$ cat config.mk
export PLATFORM = sky130hd
export DESIGN_NAME = branch_resolve_unit
export DESIGN_NICKNAME = d
export VERILOG_FILES = /design/src/rtl/branch_pkg.sv /design/src/rtl/compare_to_zero_32.sv /design/src/rtl/branch_resolve_unit.sv
export SDC_FILE = /design/constraint.sdc
export NUM_CORES = 1
export LEC_CHECK = 0
export CAP_MARGIN = 20
export CORE_MARGIN = 5
export CORE_UTILIZATION = 30
export DETAILED_ROUTE_END_ITERATION = 16
export PLACE_DENSITY = 0.62
export REMOVE_ABC_BUFFERS = 1
export SLEW_MARGIN = 20
export SYNTH_ARGS = -nofsm -noshare
export SYNTH_HDL_FRONTEND = slang
export SYNTH_SLANG_ARGS = --single-unit
$ cat constraint.sdc
create_clock -name clk -period 3.2 [get_ports clk]
set_clock_uncertainty 0.2 [all_clocks]
set_input_delay 0.8 -clock clk [delete_from_list [all_inputs] [get_ports clk]]
set_output_delay 0.8 -clock clk [all_outputs]
set_load 0.02 [all_outputs]
$ cat src/rtl/branch_pkg.sv
// Shared definitions for the branch resolution unit: opcode encodings, counter width
// and the direction decode.
package branch_pkg;

  localparam logic [2:0] BR_BEQ  = 3'b000;
  localparam logic [2:0] BR_BNE  = 3'b001;
  localparam logic [2:0] BR_BLEZ = 3'b010;
  localparam logic [2:0] BR_BGTZ = 3'b011;
  localparam logic [2:0] BR_BLTZ = 3'b100;
  localparam logic [2:0] BR_BGEZ = 3'b101;
  localparam logic [2:0] BR_J    = 3'b110;
  localparam logic [2:0] BR_RSVD = 3'b111;

  localparam int unsigned CNT_W = 16;

  // Direction from the zero-compare flags of rs and of rs ^ rt.
  function automatic logic br_taken(input logic [2:0] op,
                                    input logic       gtz,
                                    input logic       eqz,
                                    input logic       ltz,
                                    input logic       rs_eq_rt);
    logic t;
    t = 1'b0;
    case (op)
      BR_BEQ:  t = rs_eq_rt;
      BR_BNE:  t = !rs_eq_rt;
      BR_BLEZ: t = ltz | eqz;
      BR_BGTZ: t = gtz;
      BR_BLTZ: t = ltz;
      BR_BGEZ: t = gtz | eqz;
      BR_J:    t = 1'b1;
      default: t = 1'b0;
    endcase
    return t;
  endfunction

endpackage

$ cat src/rtl/compare_to_zero_32.sv
// Signed classification of a 32-bit value against zero.
module compare_to_zero_32 (
  input  logic [31:0] val_i,
  output logic        gtz_o,
  output logic        eqz_o,
  output logic        ltz_o
);

  assign eqz_o = (val_i == 32'h0);
  assign ltz_o = val_i[31];
  assign gtz_o = !val_i[31] && !eqz_o;

endmodule

$ cat src/rtl/branch_resolve_unit.sv
// Two-stage branch resolution: S1 captures operands and compare flags, S2 holds the
// resolved direction, target and redirect. Also counts delivered mispredicts.
module branch_resolve_unit
  import branch_pkg::*;
(
  input  logic                 clk,
  input  logic                 reset,
  input  logic                 flush,
  input  logic                 in_valid,
  output logic                 in_ready,
  input  logic [2:0]           br_op,
  input  logic [31:0]          rs_val,
  input  logic [31:0]          rt_val,
  input  logic [31:0]          pc_plus4,
  input  logic [25:0]          imm,
  input  logic                 pred_taken,
  output logic                 out_valid,
  input  logic                 out_ready,
  output logic                 taken,
  output logic [31:0]          target,
  output logic                 mispredict,
  output logic [31:0]          redirect_pc,
  output logic                 illegal_op,
  output logic [CNT_W-1:0]     mispredict_count
);

  logic        rs_gt, rs_eq, rs_lt;
  logic        rs_eq_rt;
  logic        unused_xor_gt, unused_xor_lt;
  logic [31:0] rs_xor_rt;

  assign rs_xor_rt = rs_val ^ rt_val;

  compare_to_zero_32 u_cmp_rs (
    .val_i (rs_val),
    .gtz_o (rs_gt),
    .eqz_o (rs_eq),
    .ltz_o (rs_lt)
  );

  // Zero XOR means the operands are equal; only the equal flag matters here.
  compare_to_zero_32 u_cmp_eq (
    .val_i (rs_xor_rt),
    .gtz_o (unused_xor_gt),
    .eqz_o (rs_eq_rt),
    .ltz_o (unused_xor_lt)
  );

  // S1 state
  logic        s1_valid_q;
  logic [2:0]  s1_op_q;
  logic [31:0] s1_pc_q;
  logic [25:0] s1_imm_q;
  logic        s1_pred_q;
  logic        s1_gt_q, s1_eq_q, s1_lt_q, s1_req_q;

  // S2 state
  logic        s2_valid_q;
  logic        s2_taken_q;
  logic [31:0] s2_target_q;
  logic        s2_mispredict_q;
  logic [31:0] s2_redirect_q;
  logic        s2_illegal_q;

  logic [CNT_W-1:0] cnt_q;

  logic s2_load, s1_load;

  assign s2_load  = !s2_valid_q || out_ready;
  assign s1_load  = !s1_valid_q || s2_load;
  assign in_ready = s1_load;

  always_ff @(posedge clk) begin
    if (reset) begin
      s1_valid_q <= 1'b0;
      s1_op_q    <= '0;
      s1_pc_q    <= '0;
      s1_imm_q   <= '0;
      s1_pred_q  <= 1'b0;
      s1_gt_q    <= 1'b0;
      s1_eq_q    <= 1'b0;
      s1_lt_q    <= 1'b0;
      s1_req_q   <= 1'b0;
    end else begin
      if (flush) begin
        s1_valid_q <= 1'b0;
      end else if (s1_load) begin
        s1_valid_q <= in_valid;
      end
      if (s1_load && in_valid && !flush) begin
        s1_op_q   <= br_op;
        s1_pc_q   <= pc_plus4;
        s1_imm_q  <= imm;
        s1_pred_q <= pred_taken;
        s1_gt_q   <= rs_gt;
        s1_eq_q   <= rs_eq;
        s1_lt_q   <= rs_lt;
        s1_req_q  <= rs_eq_rt;
      end
    end
  end

  logic        taken_d;
  logic [31:0] br_tgt, j_tgt, target_d;

  always_comb begin
    br_tgt   = s1_pc_q + {{14{s1_imm_q[15]}}, s1_imm_q[15:0], 2'b00};
    j_tgt    = {s1_pc_q[31:28], s1_imm_q, 2'b00};
    target_d = (s1_op_q == BR_J) ? j_tgt : br_tgt;
    taken_d  = br_taken(s1_op_q, s1_gt_q, s1_eq_q, s1_lt_q, s1_req_q);
  end

  always_ff @(posedge clk) begin
    if (reset) begin
      s2_valid_q      <= 1'b0;
      s2_taken_q      <= 1'b0;
      s2_target_q     <= '0;
      s2_mispredict_q <= 1'b0;
      s2_redirect_q   <= '0;
      s2_illegal_q    <= 1'b0;
    end else begin
      if (flush) begin
        s2_valid_q <= 1'b0;
      end else if (s2_load) begin
        s2_valid_q <= s1_valid_q;
      end
      if (s2_load && s1_valid_q && !flush) begin
        s2_taken_q      <= taken_d;
        s2_target_q     <= target_d;
        s2_mispredict_q <= taken_d ^ s1_pred_q;
        s2_redirect_q   <= taken_d ? target_d : s1_pc_q;
        s2_illegal_q    <= (s1_op_q == BR_RSVD);
      end
    end
  end

  // Counts on the delivering handshake; flush leaves it alone.
  always_ff @(posedge clk) begin
    if (reset) begin
      cnt_q <= '0;
    end else if (s2_valid_q && out_ready && s2_mispredict_q && !(&cnt_q)) begin
      cnt_q <= cnt_q + 1'b1;
    end
  end

  assign out_valid        = s2_valid_q;
  assign taken            = s2_taken_q;
  assign target           = s2_target_q;
  assign mispredict       = s2_mispredict_q;
  assign redirect_pc      = s2_redirect_q;
  assign illegal_op       = s2_illegal_q;
  assign mispredict_count = cnt_q;

endmodule

==> metrics <==
outcome=completed; Pre-antenna DRT Iters=5; detailed placement HPWL=19400 µm; CTS max path bufs=2; worst path cell trace=clkdlybuf4s50_1 > nor2b_1 > nand2_1 > clkdlybuf4s50_1; Clock Power Share=43.8%; Final #Nets=1384; CP startpoint kind=primary input; Hold Vio Cnt, Final=0; Hold Crit Start=s1_req_q; wire length per cell=16.4 µm; CTS tree=built; Mapped Cells=1029; maxcap violations=0; ANT nets after route=0; Hold Crit Class=reg2reg; fillcell total=2678; Main synth FF type=dfxtp_1; cts hold-fix bufs=0; Pwr Density=424 nW/µm²; Sequential cell area=3020 µm²; switching pwr=0.00135 W; chip width=174 µm; sequential element share of the synthesized area=37.7%; Yosys warnings=0; Synth cell types=62; Layout Area Growth over Synthesis=39.7%; vias per inst=5.02; #FFs+latches synth=151; leak pwr=4.19 nW; Crit path max-delay family=buffers and inverters; Clk pin slew, worst setup/hold paths=70 ps; mean area per synthesized cell=7.79 µm²; Post-synth EDFFs=0; most frequent cells after synthesis=210 x nand2_1, 151 x dfxtp_1, 143 x a21oi_1, 82 x nor2_1, 52 x clkbuf_1; Tcrit/Tclk final=96.0%; ys async rst share=0%; die height=174 µm; H-tree depth=4; Max VDD drop=0.322 mV; largest cells by area after synthesis=dfxtp_1 38%, nand2_1 9.8%, a21oi_1 8.9%; cell taking the most area after synthesis=dfxtp_1; fraction of layout cells with a size suffix above 1=6.96%; fin area=11200 µm²; count leader, synth=nand2_1; first-pass GRT wire length=41000 µm; beginning of the critical path=out_ready; Fin Setup TNS=0 ps; vias=7879; clk_lat worst skew=430 ps; Core Box Area=26200 µm²; Iter 0 DRT Violations=445; # setup viols final=0; cts bufs inserted=17; GPL Wtd Cong=0.878; total grt overflow=0; port bufs=215; DRC viols=0; Initial Util=30.6%; crit path DAT=2070 ps; sw frac=28.3%; total power=0.00475 W; reg-to-reg startpoint=s1_pc_q[2]; Place WS=97.2 ps; CP Data Required Time=2200 ps; DRT Wirelength=25800 µm; CP peak stage delay=630 ps; Multi-input gate area=4700 µm²; Finished Layout Cells=1571; initial antenna violation count=1; number of global-route vias before repair=7741; fmax=326 MHz; RSZ-0062 raised after global routing=false; Site Rows=59; crit path kind=in2out; crit end category=output port; cell repeated most along the worst path=clkdlybuf4s50_1; largest net degree at the start of global routing=69; Tmin final=3070 ps; Mapped Area=8020 µm²; final max-slew violation count=0; Slowest cell on crit path=clkdlybuf4s50_1; GRT Overall Usage=16.8%; combinational share of power=14.4%; placed insts=1537; actual slew at the worst max-slew pin=797 ps; Pint=0.00340 W; Root Buffer=clkbuf_16; headroom to the max-slew limit=46.8%; DP Area=10600 µm²; Final WS setup=129 ps; CP Max Fanout=3; CTS sink cnt=151; buffers and inverters on the worst path=2; DIE AREA=30100 µm²; Yosys top cell area share=37.7%; Boundary Pins=216; Reg power frac=41.8%
==> cell type report <==
class	count	share of cell area [%]
Clock buffer	17	3.80
Clock inverter	15	1.59
Multi-Input combinational cell	800	42.0
Sequential cell	151	27.0
Antenna cell	1	0.0223
Timing Repair Buffer	239	21.5
Tap cell	335	3.74
Inverter	13	0.436
==> state kept, by name, summed over array words and instances, names as in the netlist <==
signal,cells
s1_pc_q,32
s1_valid_q,1
s1_req_q,1
s1_op_q,3
s1_imm_q,26
s1_pred_q,1
redirect_pc,32
target,32
s1_lt_q,1
s1_gt_q,1
mispredict_count,16
s1_eq_q,1
mispredict,1
out_valid,1
taken,1
illegal_op,1
==> per-layer routing <==
layer / vias to the layer above / track usage [%] / routed length, µm
met3: 32 / 6.35 / 2060
met2: 220 / 29.0 / 12500
li1: 3981 / - / -
met1: 3644 / 19.6 / 10700
met5: - / 0 / 13
met4: 2 / 4.72 / 476
==> path summary, 6_finish.rpt <==
kind	end	slack (ps)	cells past startpoint
max	in_ready	130	4
min	s1_req_q	250	2
max reg2reg	redirect_pc[30]	230	12
min reg2reg	s1_req_q	250	2
==> logic make-up after synthesis <==
logic type	count (synthesis)	synth area share, %
xor+xnor	74	8.08
compound gates	289	22.4
mux	14	1.81
simple gates	392	21.2
fa+ha+maj	31	4.93
buf+inv	78	3.96
flops	151	37.7
==> stage by stage <==
stage	hold WS, ps	util [%]
3_3_place_gp	240	40.4
5_1_grt	266	42.7
6_report	251	42.8
2_1_floorplan	221	-
4_1_cts	253	42.7
3_5_place_dp	243	40.4
==> tightest hold or removal path: stages, from the launching register on <==
cell     delay (ps)
dfxtp_1         310
nand2_1          50
a21oi_1          50
==> timing repair <==
| item | CTS | global route |
|---|---|---|
| setup endpoints to repair | 0 | 9 |
| resized for setup | 0 | 2 |
| setup buffers | 0 | 1 |
| endpoints found under the hold margin | 0 | 0 |
==> cell usage in the layout (no fill, tap or decap), types with 5 or more instances in the layout <==
cell type          n
a211oi_1          24
a21o_1            14
a21oi_1          143
a21oi_2            6
a31oi_1           13
and3_1             6
buf_12             6
buf_4             19
clkbuf_16         17
clkdlybuf4s50_1  214
dfxtp_1          151
ha_1              30
inv_1             13
inv_6              5
inv_8              7
mux2i_1           13
nand2_1          210
nand2b_1           6
nand3_1           25
nand4_1           19
nor2_1            81
nor3_1            10
nor4_1            10
o21ai_0           41
o21bai_1           7
xnor2_1           51
xor2_1            23
==> power groups by stage <==
stage	logic [W]	registers, W	clock network (W)
3_3_place_gp	0.000683	0.00203	0
5_1_grt	0.000752	0.00199	0.00223
4_1_cts	0.000691	0.00199	0.00213
6_report	0.000684	0.00199	0.00208
3_5_place_dp	0.000689	0.00203	0
2_1_floorplan	0.000303	0.00204	0
Power figures use the tool's default switching activity.
